[src/rtl/md_issue_ctrl.sv]
// EX-stage issue/interlock controller in front of the multiply/divide unit.
// Optional stall-cycle performance counter enabled by defining MD_PERF_CNT_EN.
module md_issue_ctrl #(
   parameter int TIMEOUT = 20,
   parameter int CNT_W   = 5
) (
   input  logic        clk,
   input  logic        reset,
   input  logic        ex_valid,
   input  logic [3:0]  ex_op,
   input  logic        ex_flush,
   input  logic        md_busy,
   output logic        md_start,
   output logic        md_hilo_we,
   output logic [3:0]  md_op,
   output logic        stall,
   output logic        md_timeout,
   output logic [31:0] perf_stall_cnt
);

   typedef enum logic {S_IDLE, S_RUN} state_t;

   localparam logic [CNT_W-1:0] LP_LAST = CNT_W'(TIMEOUT - 1);

   state_t           r_state, w_state_nxt;
   logic [CNT_W-1:0] r_cnt, w_cnt_nxt;
   logic             r_seen_busy, w_seen_nxt;
   logic             r_timeout, w_timeout_nxt;

   logic w_is_arith, w_is_mt, w_is_mf, w_is_md, w_blocked;

   assign w_is_arith = ex_valid && (ex_op >= 4'd1) && (ex_op <= 4'd4);
   assign w_is_mt    = ex_valid && (ex_op == 4'd5 || ex_op == 4'd6);
   assign w_is_mf    = ex_valid && (ex_op == 4'd7 || ex_op == 4'd8);
   assign w_is_md    = w_is_arith || w_is_mt || w_is_mf;

   // The cycle right after a start counts as blocked even before Busy rises.
   assign w_blocked  = (r_state == S_RUN) || md_busy;

   assign stall      = w_is_md && w_blocked && !ex_flush;
   assign md_start   = w_is_arith && !w_blocked && !ex_flush;
   assign md_hilo_we = w_is_mt && !w_blocked && !ex_flush;
   assign md_op      = (md_start || md_hilo_we) ? ex_op : 4'd0;
   assign md_timeout = r_timeout;

   always_comb begin
      w_state_nxt   = r_state;
      w_cnt_nxt     = r_cnt;
      w_seen_nxt    = r_seen_busy;
      w_timeout_nxt = r_timeout;
      unique case (r_state)
         S_IDLE: begin
            if (md_start) begin
               w_state_nxt = S_RUN;
               w_cnt_nxt   = '0;
               w_seen_nxt  = 1'b0;
            end
         end
         S_RUN: begin
            w_cnt_nxt  = r_cnt + 1'b1;
            w_seen_nxt = r_seen_busy || md_busy;
            if (r_seen_busy && !md_busy) begin
               w_state_nxt = S_IDLE;
            end else if (r_cnt == LP_LAST) begin
               w_state_nxt   = S_IDLE;
               w_timeout_nxt = 1'b1;
            end
         end
      endcase
   end

   always_ff @(posedge clk) begin
      if (reset) begin
         r_state     <= S_IDLE;
         r_cnt       <= '0;
         r_seen_busy <= 1'b0;
         r_timeout   <= 1'b0;
      end else begin
         r_state     <= w_state_nxt;
         r_cnt       <= w_cnt_nxt;
         r_seen_busy <= w_seen_nxt;
         r_timeout   <= w_timeout_nxt;
      end
   end

`ifdef MD_PERF_CNT_EN
   logic [31:0] r_perf;

   always_ff @(posedge clk) begin
      if (reset) begin
         r_perf <= 32'h0;
      end else if (stall) begin
         r_perf <= r_perf + 32'd1;
      end
   end

   assign perf_stall_cnt = r_perf;
`else
   assign perf_stall_cnt = 32'h0;
`endif

endmodule
[config.mk]
export PLATFORM = sky130hd
export DESIGN_NAME = md_issue_ctrl
export DESIGN_NICKNAME = d
export VERILOG_FILES = /design/src/rtl/md_issue_ctrl.sv
export SDC_FILE = /design/constraint.sdc
export NUM_CORES = 1
export LEC_CHECK = 0
export ABC_AREA = 1
export ABC_CLOCK_PERIOD_IN_PS = 1550
export CAP_MARGIN = 20
export CORE_MARGIN = 1.5
export CORE_UTILIZATION = 37
export CTS_CLUSTER_SIZE = 12
export DETAILED_ROUTE_END_ITERATION = 16
export PLACE_DENSITY = 0.84
export SYNTH_ARGS = -nofsm -noshare
export SYNTH_HDL_FRONTEND = slang
export SYNTH_SLANG_ARGS = --single-unit
[constraint.sdc]
create_clock -name clk -period 1.55 [get_ports clk]
set_input_delay 0.31 -clock clk [delete_from_list [all_inputs] [get_ports clk]]
set_output_delay 0.31 -clock clk [all_outputs]
set_load 0.02 [all_outputs]
### Yosys cells after proc, flatten, opt, wreduce, memory -nomap -nowiden

Index checks and enable logic that the tools add are counted.

| operators by class | value |
|---|---|
| equal/unequal tests | 6 |
| muxes and demuxes | 9 |
| order comparisons | 2 |
| reduce and logical (&&, ||, !) cells | 22 |
| add/sub/neg operators | 1 |
| bitwise operators | 2 |

Operator list:

| kind | number |
|---|---|
| equality test 4 x 3 -> 1 bit, second input constant | 3 |
| logical AND 1 bit | 11 |
| case mux 5 bit (2 select lines) | 1 |
| logical OR 1 bit | 7 |
| adder 5 x 1 -> 5 bit, second input constant | 1 |
| equality test 5 bit, second input constant | 1 |
| 2-to-1 mux 5 bit | 1 |
| equality test 4 bit, second input constant | 1 |
| greater-or-equal comparator 4 x 1 -> 1 bit, second input constant | 1 |
| less-or-equal comparator 4 x 3 -> 1 bit, second input constant | 1 |
| 2-to-1 mux 1 bit | 4 |
| 2-to-1 mux 4 bit | 1 |
| case mux 1 bit (2 select lines) | 2 |
| zero test 1 bit | 3 |
| AND reduction 3 bit | 1 |
| inequality test 2 bit, second input constant | 1 |
| NOT 1 bit | 2 |

| word-level totals | value |
|---|---|
| logic and storage cells | 46 |
| bits of input ports | 9 |
| register bits after elaboration | 8 |
| output and inout bits | 40 |

### Longest topological paths before layout

| logic depth | value |
|---|---|
| depth after elaboration | 7 |
| mapped depth | 6 |
| gate-level depth less buffers | 6 |

### Worst setup path after synthesis

No wires, ideal clock.

| timing | value |
|---|---|
| kind | input-to-output |
| start point | input ex_op[1] |
| end point | output md_op[0] |
| stages on the path | 5 |
| slack | 0.157 ns |
| data arrival time | 1.083 ns |
| path buffers | 0 |
| required time | 1.240 ns |
| cell sequence | o21ai_0 > nand3_1 > nand2_1 > nand2_1 > nor2_1 |

| on the way | value |
|---|---|
| word-level cells in the longest chain between the ends | 7 |
| elaborated cells on any way between the ends | 14 |
| classes of those cells | order compare (2); eq/ne (2); mux (1); reduce/logical (9) |

Ends and longest elaborated chain:

| element | line | RTL |
|---|---|---|
| start: declaration | 10 | `input logic [3:0] ex_op,` |
| greater-or-equal comparator 4 x 1 -> 1 bit / equality test 4 x 3 -> 1 bit (equally long branches) | 32, 33 |  |
| logical AND 1 bit / logical OR 1 bit (equally long branches) | 32, 33 |  |
| logical AND 1 bit, on equally long branches | 32, 33 |  |
| logical AND 1 bit, on equally long branches (2 in series) | 41, 42 |  |
| logical OR 1 bit (*) | 43 | `assign md_op = (md_start \|\| md_hilo_we) ? ex_op : 4'd0;` |
| 2-to-1 mux 4 bit (*) | 43 |  |
| end: declaration | 15 | `output logic [3:0] md_op,` |

Every way passes the cells marked *; elsewhere a longest branch is shown, timed or not.

### Worst setup path after layout

| timing | value |
|---|---|
| start point | input ex_op[0] |
| end point | output stall |

| on the way | value |
|---|---|
| word-level cells in the longest chain between the ends | 7 |
| elaborated cells on any way between the ends | 16 |
| classes of those cells | order compare (2); eq/ne (4); reduce/logical (10) |

Ends and longest elaborated chain:

| element | line | RTL |
|---|---|---|
| greater-or-equal comparator 4 x 1 -> 1 bit / equality test 4 x 3 -> 1 bit (equally long branches) | 32, 33 |  |
| logical AND 1 bit / logical OR 1 bit (equally long branches) | 32, 33 |  |
| logical AND 1 bit, on equally long branches | 32, 33 |  |
| logical OR 1 bit | 35 | `assign w_is_md = w_is_arith \|\| w_is_mt \|\| w_is_mf;` |
| logical OR 1 bit (*) | 35 |  |
| logical AND 1 bit (*) (2 in series) | 40 | `assign stall = w_is_md && w_blocked && !ex_flush;` |
| end: declaration | 16 | `output logic stall,` |

Marks and branches as above.

==> flow_summary.yaml <==
status:
  status: "finished, final reports clean"
synthesis:
  ys_seq_area_share_pct: 22.3
  synth_top_area_share_pct: 34.6
  ys_types: 19
  synth-async-reset-ratio_pct: 0
  ys_ff_latch: 8
  yosysMostFrequentCell: "buf_4"
  synthCells: 106
  synth_largest_area_cell: "buf_4"
  synthTopCellsByArea: "buf_4 (35%), dfxtp_1 (22%), inv_1 (6.3%), nand2_1 (6.3%), nor2_1 (6.3%)"
  syn_area_um2: 717
  yosys-top-cells-count: "buf_4 (33), inv_1 (12), nand2_1 (12), nor2_1 (12)"
  synth_edf_count: 0
  syn_avg_cell_area_um2: 6.76
  ys_warn_count: 0
  synth_top_flop_cell: "dfxtp_1"
placed_design:
  hpwl_um: 1050
  post-place-ws_ps: -830
  place_congestion: 0.808
  io_buffers: 15
finish:
  multi_input_area_um2: 410
  fin_util_pct: 47.8
  area_growth_pct: 17.6
  drive_above_1_share_pct: 29.8
  seq_area_um2: 160
  fin_nets: 143
  nFillCells: 193
  num_antenna_cells: 0
global_routing:
  grt_pass1_wl_um: 2190
  gr-total-overflow: 0
  antenna_found_initial: 0
  grt_pass1_vias: 534
  grt_max_degree: 6
  grtUsageTotal_pct: 13.6
die:
  ios: 49
  die_area_um2: 2210
  initial_core_util_pct: 40.6
  die_height_um: 47.0
  std_cell_rows: 15
  core_area_um2: 1760
  fp.dieW_um: 47.0
timing:
  setup_viol: 0
  timing.setup.tns_ps: 0
  rsz0062_at_grt: "no"
  fin_crit_sh_pct: 96.9
  fmax_mhz: 666
  finalCriticalPeriod_ps: 1500
  drv_slew: 0
  worst_slack_ps: 47.6
  whs_ps: 469
  hold_violations: 0
  clock_skew_ps: 2.43
power_and_ir_drop:
  switching_power_w: 0.000185
  swShare_pct: 35.5
  power.share.clock_pct: 29.5
  powerDensity_nw_per_um2: 617
  ir_drop_mv: 0.423
  p_seq_share_pct: 40.2
  power.internal_w: 0.000335
  leakage_nw: 0.454
  p_comb_share_pct: 30.3
route:
  vias_per_cell: 4.07
  finalWirelength_um: 1370
  firstDrtPassIters: 4
  drc_errors: 0
  wl_per_cell_um: 8.81
  routed-via-count: 635
  ant_nets: 0
  drtIter0Drc: 11
worst_setup_path:
  cp_max_fo: 4
  critical_path_class: "input port to output port"
  cp_num_buf_inv: 2
  cp.required_ps: 1240
  cp_top_family: "simple AND/OR/NAND/NOR gates"
  startpoint_type: "input port"
  path_cells: "buf_4 -> nor2_2 -> nand2_2 -> nand3_1 -> nand2_2 -> a21oi_2 -> nor2_1 -> buf_4"
  arrival_ps: 1190
  slowest_delay_ps: 150
  slowest_stage: "nor2_2"
  cp-end-kind: "output port"
clock_tree:
  cts.htree.levels: 1
  cts_inserted_buffers: 3
  path_clk_slew_ps: 50
  cts.path.max_buffers: 2
  cts.sinks: 8
  cts_tree: "done"
  clockRootBuffer: "clkbuf_4"
  clock_latency_ps: 250
run:
  cap_violations: 0
worst_hold_path:
  hold_class: "flip-flop to flip-flop"
[path summary, 6_finish.rpt]
kind                            startpoint         end  slack, ps  cells past startpoint
worst max register to register    r_cnt[0]    r_cnt[4]        430                      5
worst min-delay path            md_timeout  md_timeout        470                      2
worst min register to register  md_timeout  md_timeout        470                      2
worst max-delay path              ex_op[0]       stall         50                      8
[placed cells by master, fill, tap and decap left out, types with 4 or more instances in the layout]
master,count
conb_1,33
dfxtp_1,8
nand3_1,5
a21oi_1,7
nand2_1,9
buf_4,15
inv_1,9
nor2_2,4
inv_2,4
nor2_1,8
[area by class of cell]
| cell class | count | area share [%] |
|---|---|---|
| multi-input combinational | 84 | 48.7 |
| sequential | 8 | 19.0 |
| inverter | 13 | 5.79 |
| tap | 25 | 3.71 |
| clock buffer | 3 | 2.67 |
| timing repair buffer | 23 | 20.2 |
[kinds of logic after synthesis]
family	after synthesis	synth area share, %
AO/OA/AOI/OAI	13	9.25
XOR/XNOR	1	1.22
adder cells (fa/ha/maj)	1	1.74
buffers and inverters	46	41.4
flip-flops	8	22.3
other	1	0.523
AND/OR/NAND/NOR	36	23.6
[through the flow]
stage | cell area (um^2) | std cells | total power, W
2_1_floorplan | 837 | 138 | 0.000380
3_3_place_gp | 823 | 152 | 0.000362
3_5_place_dp | 823 | 152 | 0.000364
4_1_cts | 842 | 156 | 0.000521
5_1_grt | 843 | 156 | 0.000559
6_report | 843 | 156 | 0.000520
[flip-flops by register name (all words and copies together), names as in the netlist]
name and count:
md_timeout 1, r_cnt 5, r_seen_busy 1, r_state 1
[power groups by stage]
stage | Combinational, W | Clock (W) | Sequential (W)
2_1_floorplan | 0.000166 | 0 | 0.000214
3_3_place_gp | 0.000149 | 0 | 0.000213
3_5_place_dp | 0.000151 | 0 | 0.000213
4_1_cts | 0.000153 | 0.000160 | 0.000209
5_1_grt | 0.000173 | 0.000177 | 0.000209
6_report | 0.000158 | 0.000153 | 0.000209
[per-layer routing]
layer	up-vias	part of all wire (%)	global-route usage, %
met5	-	0	0
met4	0	0	3.89
met3	0	5.4	2.31
met2	31	54	23.8
met1	283	41	17.2
li1	321	-	-
[tightest hold or removal path, stage by stage (launching register included)]
cell and delay [ps]:
dfxtp_1 320, a21oi_1 40, nor2_1 70
[timing repair]
item | in CTS | in global routing
hold buffers | 0 | 0
pin swaps | 5 | 4
endpoints found under the setup margin | 6 | 4
resized for setup | 56 | 10
buffers inserted | 1 | 0
No activity file was read; power rests on OpenSTA's default activity.
